## src/rtl/ntt_bf_scheduler.sv

```systemverilog
// Butterfly scheduler for one N-point NTT pass: walks stage/group/butterfly and issues index pairs.
// Optional inverse stage ordering is compiled in with `define NTT_BF_INVERSE_EN.
module ntt_bf_scheduler #(
    parameter int unsigned N     = 8,
    parameter int unsigned LOG_N = 3,
    parameter int unsigned AW    = 5,
    parameter int unsigned OW    = 3
) (
    input  logic             clk,
    input  logic             rst_n,
    input  logic             start,
`ifdef NTT_BF_INVERSE_EN
    input  logic             inverse,
`endif
    output logic             busy,
    output logic             done,
    output logic             bf_valid,
    input  logic             bf_ready,
    output logic [AW-1:0]    idx_a,
    output logic [AW-1:0]    idx_b,
    output logic [LOG_N-1:0] tw_exp,
    output logic [LOG_N-1:0] stage,
    input  logic             bf_done,
    output logic             err_ovf
);

    typedef enum logic [1:0] {StIdle, StIssue, StDrain, StFin} state_e;

    localparam logic [LOG_N-1:0] LastS = LOG_N'(LOG_N - 1);

    state_e state_q, state_d;

    logic [LOG_N-1:0] s_q, s_d;
    logic [LOG_N-1:0] g_q, g_d;
    logic [LOG_N-1:0] k_q, k_d;
    logic [OW-1:0]    cnt_q, cnt_d;
    logic             err_q, err_d;
    logic             inv_q;
    logic             start_inv;

    logic [AW-1:0]    t;
    logic [AW-1:0]    a_val;
    logic [LOG_N-1:0] g_last;
    logic [LOG_N-1:0] tw_fwd;
    logic             k_wrap;
    logic             last_bf;
    logic             last_stage;
    logic             hs;
    logic             cnt_full;
    logic             drained;
    logic             active;

`ifdef NTT_BF_INVERSE_EN
    // Direction is latched at start so a toggling input cannot disturb a running pass.
    always_ff @(posedge clk or negedge rst_n) begin
        if (!rst_n) begin
            inv_q <= 1'b0;
        end else if (state_q == StIdle && start) begin
            inv_q <= inverse;
        end
    end
    assign start_inv = inverse;
`else
    assign inv_q     = 1'b0;
    assign start_inv = 1'b0;
`endif

    // Loop-nest arithmetic: t = N >> (s+1), a = 2*g*t + k.
    always_comb begin
        t          = AW'(N / 2) >> s_q;
        g_last     = LOG_N'((1 << s_q) - 1);
        k_wrap     = (AW'(k_q) == (t - AW'(1)));
        last_bf    = k_wrap && (g_q == g_last);
        a_val      = ((AW'(g_q) * t) << 1) + AW'(k_q);
        tw_fwd     = k_q << s_q;
        last_stage = inv_q ? (s_q == '0) : (s_q == LastS);
        cnt_full   = (cnt_q == {OW{1'b1}});
        // A write-back arriving this cycle for the last outstanding butterfly counts as drained.
        drained    = (cnt_q == '0) || ((cnt_q == OW'(1)) && bf_done);
        hs         = bf_valid && bf_ready;
    end

    always_ff @(posedge clk or negedge rst_n) begin
        if (!rst_n) begin
            state_q <= StIdle;
        end else begin
            state_q <= state_d;
        end
    end

    always_comb begin
        state_d = state_q;
        unique case (state_q)
            StIdle:  if (start) state_d = StIssue;
            StIssue: if (hs && last_bf) state_d = StDrain;
            StDrain: if (drained) state_d = last_stage ? StFin : StIssue;
            StFin:   state_d = StIdle;
            default: state_d = StIdle;
        endcase
    end

    always_comb begin
        busy     = 1'b0;
        done     = 1'b0;
        bf_valid = 1'b0;
        unique case (state_q)
            StIssue: begin
                busy     = 1'b1;
                bf_valid = !cnt_full;
            end
            StDrain: busy = 1'b1;
            StFin:   done = 1'b1;
            default: ;
        endcase
        active  = (state_q == StIssue) || (state_q == StDrain);
        idx_a   = active ? a_val : '0;
        idx_b   = active ? (a_val + t) : '0;
        tw_exp  = active ? (inv_q ? (LOG_N'(0) - tw_fwd) : tw_fwd) : '0;
        stage   = s_q;
        err_ovf = err_q;
    end

    always_comb begin
        s_d = s_q;
        g_d = g_q;
        k_d = k_q;
        case (state_q)
            StIdle: begin
                if (start) begin
                    s_d = start_inv ? LastS : '0;
                    g_d = '0;
                    k_d = '0;
                end
            end
            StIssue: begin
                if (hs) begin
                    if (k_wrap) begin
                        k_d = '0;
                        g_d = last_bf ? '0 : (g_q + LOG_N'(1));
                    end else begin
                        k_d = k_q + LOG_N'(1);
                    end
                end
            end
            StDrain: begin
                if (drained && !last_stage) begin
                    s_d = inv_q ? (s_q - LOG_N'(1)) : (s_q + LOG_N'(1));
                end
            end
            StFin:   s_d = '0;
            default: ;
        endcase
    end

    always_comb begin
        cnt_d = cnt_q;
        err_d = err_q;
        if (hs && !bf_done) begin
            cnt_d = cnt_q + OW'(1);
        end else if (!hs && bf_done) begin
            if (cnt_q == '0) begin
                err_d = 1'b1;
            end else begin
                cnt_d = cnt_q - OW'(1);
            end
        end
    end

    always_ff @(posedge clk or negedge rst_n) begin
        if (!rst_n) begin
            s_q   <= '0;
            g_q   <= '0;
            k_q   <= '0;
            cnt_q <= '0;
            err_q <= 1'b0;
        end else begin
            s_q   <= s_d;
            g_q   <= g_d;
            k_q   <= k_d;
            cnt_q <= cnt_d;
            err_q <= err_d;
        end
    end

endmodule

```

## config.mk

```make
export PLATFORM = sky130hd
export DESIGN_NAME = ntt_bf_scheduler
export DESIGN_NICKNAME = d
export VERILOG_FILES = /design/src/rtl/ntt_bf_scheduler.sv
export SDC_FILE = /design/constraint.sdc
export NUM_CORES = 1
export LEC_CHECK = 0
export BUFFER_PORTS_ARGS = -buffer_cell sky130_fd_sc_hd__clkbuf_2
export CORE_MARGIN = 4
export CORE_UTILIZATION = 30
export DETAILED_ROUTE_END_ITERATION = 7
export PLACE_DENSITY = 0.48
export SYNTH_ARGS = -nofsm -noshare
export SYNTH_HDL_FRONTEND = slang
export SYNTH_SLANG_ARGS = --single-unit
export TNS_END_PERCENT = 50
```

## constraint.sdc

```tcl
create_clock -name clk -period 3.3 [get_ports clk]
set_input_delay 0.165 -clock clk [delete_from_list [all_inputs] [get_ports clk]]
set_output_delay 0.165 -clock clk [all_outputs]
set_load 0.03 [all_outputs]
```

==> reports/metrics.sh <==
FINAL_CELL_AREA_MM2=0.00213
CRIT_PATH_MAX_FANOUT=4
SYNTH_AREA_LEADERS='sky130_fd_sc_hd__dfrtp_1 23%, sky130_fd_sc_hd__ha_1 21%, sky130_fd_sc_hd__xnor2_1 6.4%'
POST-DP-HPWL_MM=2.79
SYNTH_ENABLE_FLOP_CELLS=0
SYNTH_MUX_AREA_FRAC=0.0122
REMAINING_OVERFLOW_GRT=0
WORST-SETUP-PATH-TYPE='reg2out'
NUMBER_OF_PORT_BUFFERS=24
POWER.STATIC_LEAKAGE_nW=0.959
CHIPWIDTH_UM=82
SYNTH_TOP_AREA_FRAC=0.228
SYN_AVG_CELL_AREA_UM2=8.42
MAPPEDNETLISTNETS=229
FLOORPLAN.ROWS=26
FINISH.NET_COUNT=270
FINAL_LAYOUT_SIZE_SUFFIX_GT1_FRAC=0.285
R2R_SLACK_NS=0.38
GLOBALPLACE.CONGESTION=0.731
POST_ROUTE_DRC_VIOLATION_COUNT=0
TOP_CELL_TYPE_BY_TOTAL_AREA_AFTER_SYNTHESIS='sky130_fd_sc_hd__dfrtp_1'
DRT_PRE_ANTENNA_ITERS=4
ROOT_BUFFER_SELECTED_BY_CTS='sky130_fd_sc_hd__clkbuf_8'
NUMBER_OF_CTS_INSERTED_BUFFERS=3
REPORT.FINAL.HOLD_VIOL_COUNT=0
INITIAL_ANTENNA_VIOLATION_COUNT=0
SYNTH-MAIN-FF-CELL='sky130_fd_sc_hd__dfrtp_1'
YOSYS.AREA_SHARE.XOR_XNOR=0.0746
OUTCOME='complete, no violations'
CRITICAL_PATH.ENDPOINT_TYPE='output port'
NUMBER_OF_ANTENNA_DIODES=0
PATH_CLK_SLEW_NS=0.07
SYN2LAYOUT_AREA_GROWTH_PCT=29.8
NUMBER_OF_GLOBAL_ROUTE_VIAS_BEFORE_REPAIR=1330
IR_WORST_VDD_uV=374
YS_FF_LATCH=15
CLOCK-SKEW-FINAL_NS=0.00568
MAXCLOCKFREQUENCY_GHz=0.316
FINAL.PERIOD_UTILIZATION=0.960
STARTPOINT_KIND_OF_THE_WORST_SETUP_TIMING_PATH='flop'
WL_MM=3.56
DP_CELLS=293
UNIQUE_MASTERS_POST_SYNTH=45
MAX_SLEW_MARGIN=0.660
HOLD_PATH_CLASS='in2reg'
BOUNDARYPINS=25
DESIGN.CORE.AREA_MM2=0.00520
YS_SEQ_AREA_FRAC=0.228
POWER_TOTAL_mW=1.78
SYNTH_COMPOUND_AREA_FRAC=0.165
DETAIL-ROUTE-ANTENNA-NETS=0
P_PER_AREA_mW_PER_MM2=837
WORSTPATHARRIVAL_NS=3.00
FINAL.FILL_COUNT=554
DPL-INSTANCE-AREA_MM2=0.00190
CTS.PATH.MAX_BUFFERS=2
WL_PER_CELL_UM=11.7
NUMCLOCKSINKS=15
SYNTH_SIMPLE_GATE_AREA_SHARE=0.225
TRACK_USAGE=0.113
MAXCAPVIOLATIONS=0
START_UTIL=0.316
WORST_PIN_SLEW_NS=0.506
POSTSYNTH.ASYNCRESETSHARE=1.00
SYNTH.YOSYS.WARNINGS=0
CTS_TREE='done'
CLOCK_TREE.HTREE_LEVEL_COUNT=1
GRT_PASS1_WL_MM=6.03
FINAL_PERIOD_MINUS_WORST_SETUP_SLACK_NS=3.17
CLOCK_INSERTION_DELAY_WORST_SKEW_NS=0.25
SETUP_VIOLATIONS=0
FIRST_ITER_VIOLATIONS=53
STDCELL_COUNT=305
SYNTH_TOP_FAMILY_BY_AREA='adder cells'
POST_SYNTH_INST_COUNT=195
GRT_MAX_DEGREE=16
DIE_Y_UM=82
VIASPERCELL=4.55
NETLIST_AREA_MM2=0.00164
DIE-AREA_MM2=0.00672
DETAILROUTE.VIA_COUNT=1387
SYNTH_FA_HA_AREA_FRAC=0.236
REQUIRED_NS=3.13
SLEW_VIOLATIONS=0
## synthesized netlist by cell type, drive strengths merged (2+ instances only)
cell type   n
ha         27
nand2      22
inv        20
o21ai      18
dfrtp      15
and2       14
xnor2      12
nor2b       9
a21oi       8
clkbuf      4
nor2        4
nand2b      3
and3b       2
fa          2
mux2i       2
nand3       2
nand3b      2
nor3b       2
nor4        2
o211ai      2
o21a        2
o22ai       2
or3         2
xor2        2
## critical path, stage by stage, from the launching register on
cell and delay, ns:
sky130_fd_sc_hd__dfrtp_2 0.44, sky130_fd_sc_hd__inv_4 0.07, sky130_fd_sc_hd__ha_4 0.16, sky130_fd_sc_hd__nor2b_4 0.12, sky130_fd_sc_hd__and2_1 0.19, sky130_fd_sc_hd__ha_4 0.27, sky130_fd_sc_hd__inv_1 0.04, sky130_fd_sc_hd__fa_1 0.52
sky130_fd_sc_hd__inv_2 0.05, sky130_fd_sc_hd__ha_4 0.27, sky130_fd_sc_hd__nor2b_1 0.13, sky130_fd_sc_hd__o21ai_1 0.08, sky130_fd_sc_hd__xnor2_1 0.16, sky130_fd_sc_hd__and2_4 0.16, sky130_fd_sc_hd__buf_8 0.11
## path summary, 6_finish.rpt
kind,from,depth (start not counted),end
min in group asynchronous,rst_n,2,g_q[0]$_DFFE_PN0P_
setup / recovery,stage[1]$_DFFE_PN0P_,14,idx_b[4]
hold / removal,bf_done,4,cnt_q[2]$_DFFE_PN0P_
max in group asynchronous,rst_n,2,stage[1]$_DFFE_PN0P_
hold reg to reg,err_ovf$_DFFE_PN0P_,1,err_ovf$_DFFE_PN0P_
setup reg to reg,stage[1]$_DFFE_PN0P_,12,g_q[2]$_DFFE_PN0P_
## logic make-up (layout without fill, tap and decap cells)
group	after synthesis	count (layout)
buf+inv	25	65
compound gates	42	42
mux	2	2
xor+xnor	14	14
flops	15	15
fa+ha+maj	30	30
simple gates	67	67
## sequential cells by signal, indices dropped and copies added, names as in the netlist
signal   cells
cnt_q        3
err_ovf      1
g_q          3
k_q          3
stage        3
state_q      2
## layout make-up
cell class | count | area, um2 | area share
clock buffers | 4 | 45.0 | 0.0211
multi-input cells | 155 | 1280 | 0.599
repair buffers | 41 | 264 | 0.124
well taps | 70 | 87.6 | 0.0411
inverters | 20 | 80.1 | 0.0376
flip-flops and latches | 15 | 378 | 0.177
## power by group
group          internal (mW)  switching (mW)  leakage (nW)
clock network         0.0855          0.0683        0.0228
registers              0.250          0.0923         0.189
logic                  0.541           0.747         0.747
## per-layer routing
metal	vias to the layer above	wire, um	GRT usage
li1	738	-	-
met4	0	12	0.0199
met3	2	159	0.0197
met5	-	0	0
met1	623	1730	0.151
met2	24	1660	0.191
## metrics by stage
stage	setup TNS, ns	utilization	hold WS (ns)	worst slack [ns]
final	0	0.410	0.359	0.132
after global routing	-0.0222	0.410	0.374	-0.0216
after CTS	0	0.385	0.356	0.0121
after detailed placement	0	0.366	0.119	0.0667
after global placement	0	0.366	0.122	0.107
after floorplan	0	-	-0.131	0.0203
## what timing repair did
action,4_1_cts,5_1_grt
pin swaps,2,5
cloned,0,0
resized for setup,7,20
hold buffers,1,0
buffers inserted,3,4
hold endpoints to repair,15,0
setup endpoints to repair,3,3
## placed cells by master (no fill, tap or decap), types with 3 or more instances in the layout
master and count:
sky130_fd_sc_hd__and2_1 9, sky130_fd_sc_hd__clkbuf_2 23, sky130_fd_sc_hd__clkbuf_8 3, sky130_fd_sc_hd__xnor2_1 12
sky130_fd_sc_hd__o21ai_1 4, sky130_fd_sc_hd__ha_4 6, sky130_fd_sc_hd__nand2_1 22, sky130_fd_sc_hd__nor2b_1 7
sky130_fd_sc_hd__nor2_1 4, sky130_fd_sc_hd__ha_1 20, sky130_fd_sc_hd__and2_4 3, sky130_fd_sc_hd__buf_4 15
sky130_fd_sc_hd__a21oi_1 8, sky130_fd_sc_hd__dfrtp_1 13, sky130_fd_sc_hd__o21ai_0 14, sky130_fd_sc_hd__inv_1 16
No activity file was read; power rests on OpenSTA's default activity.
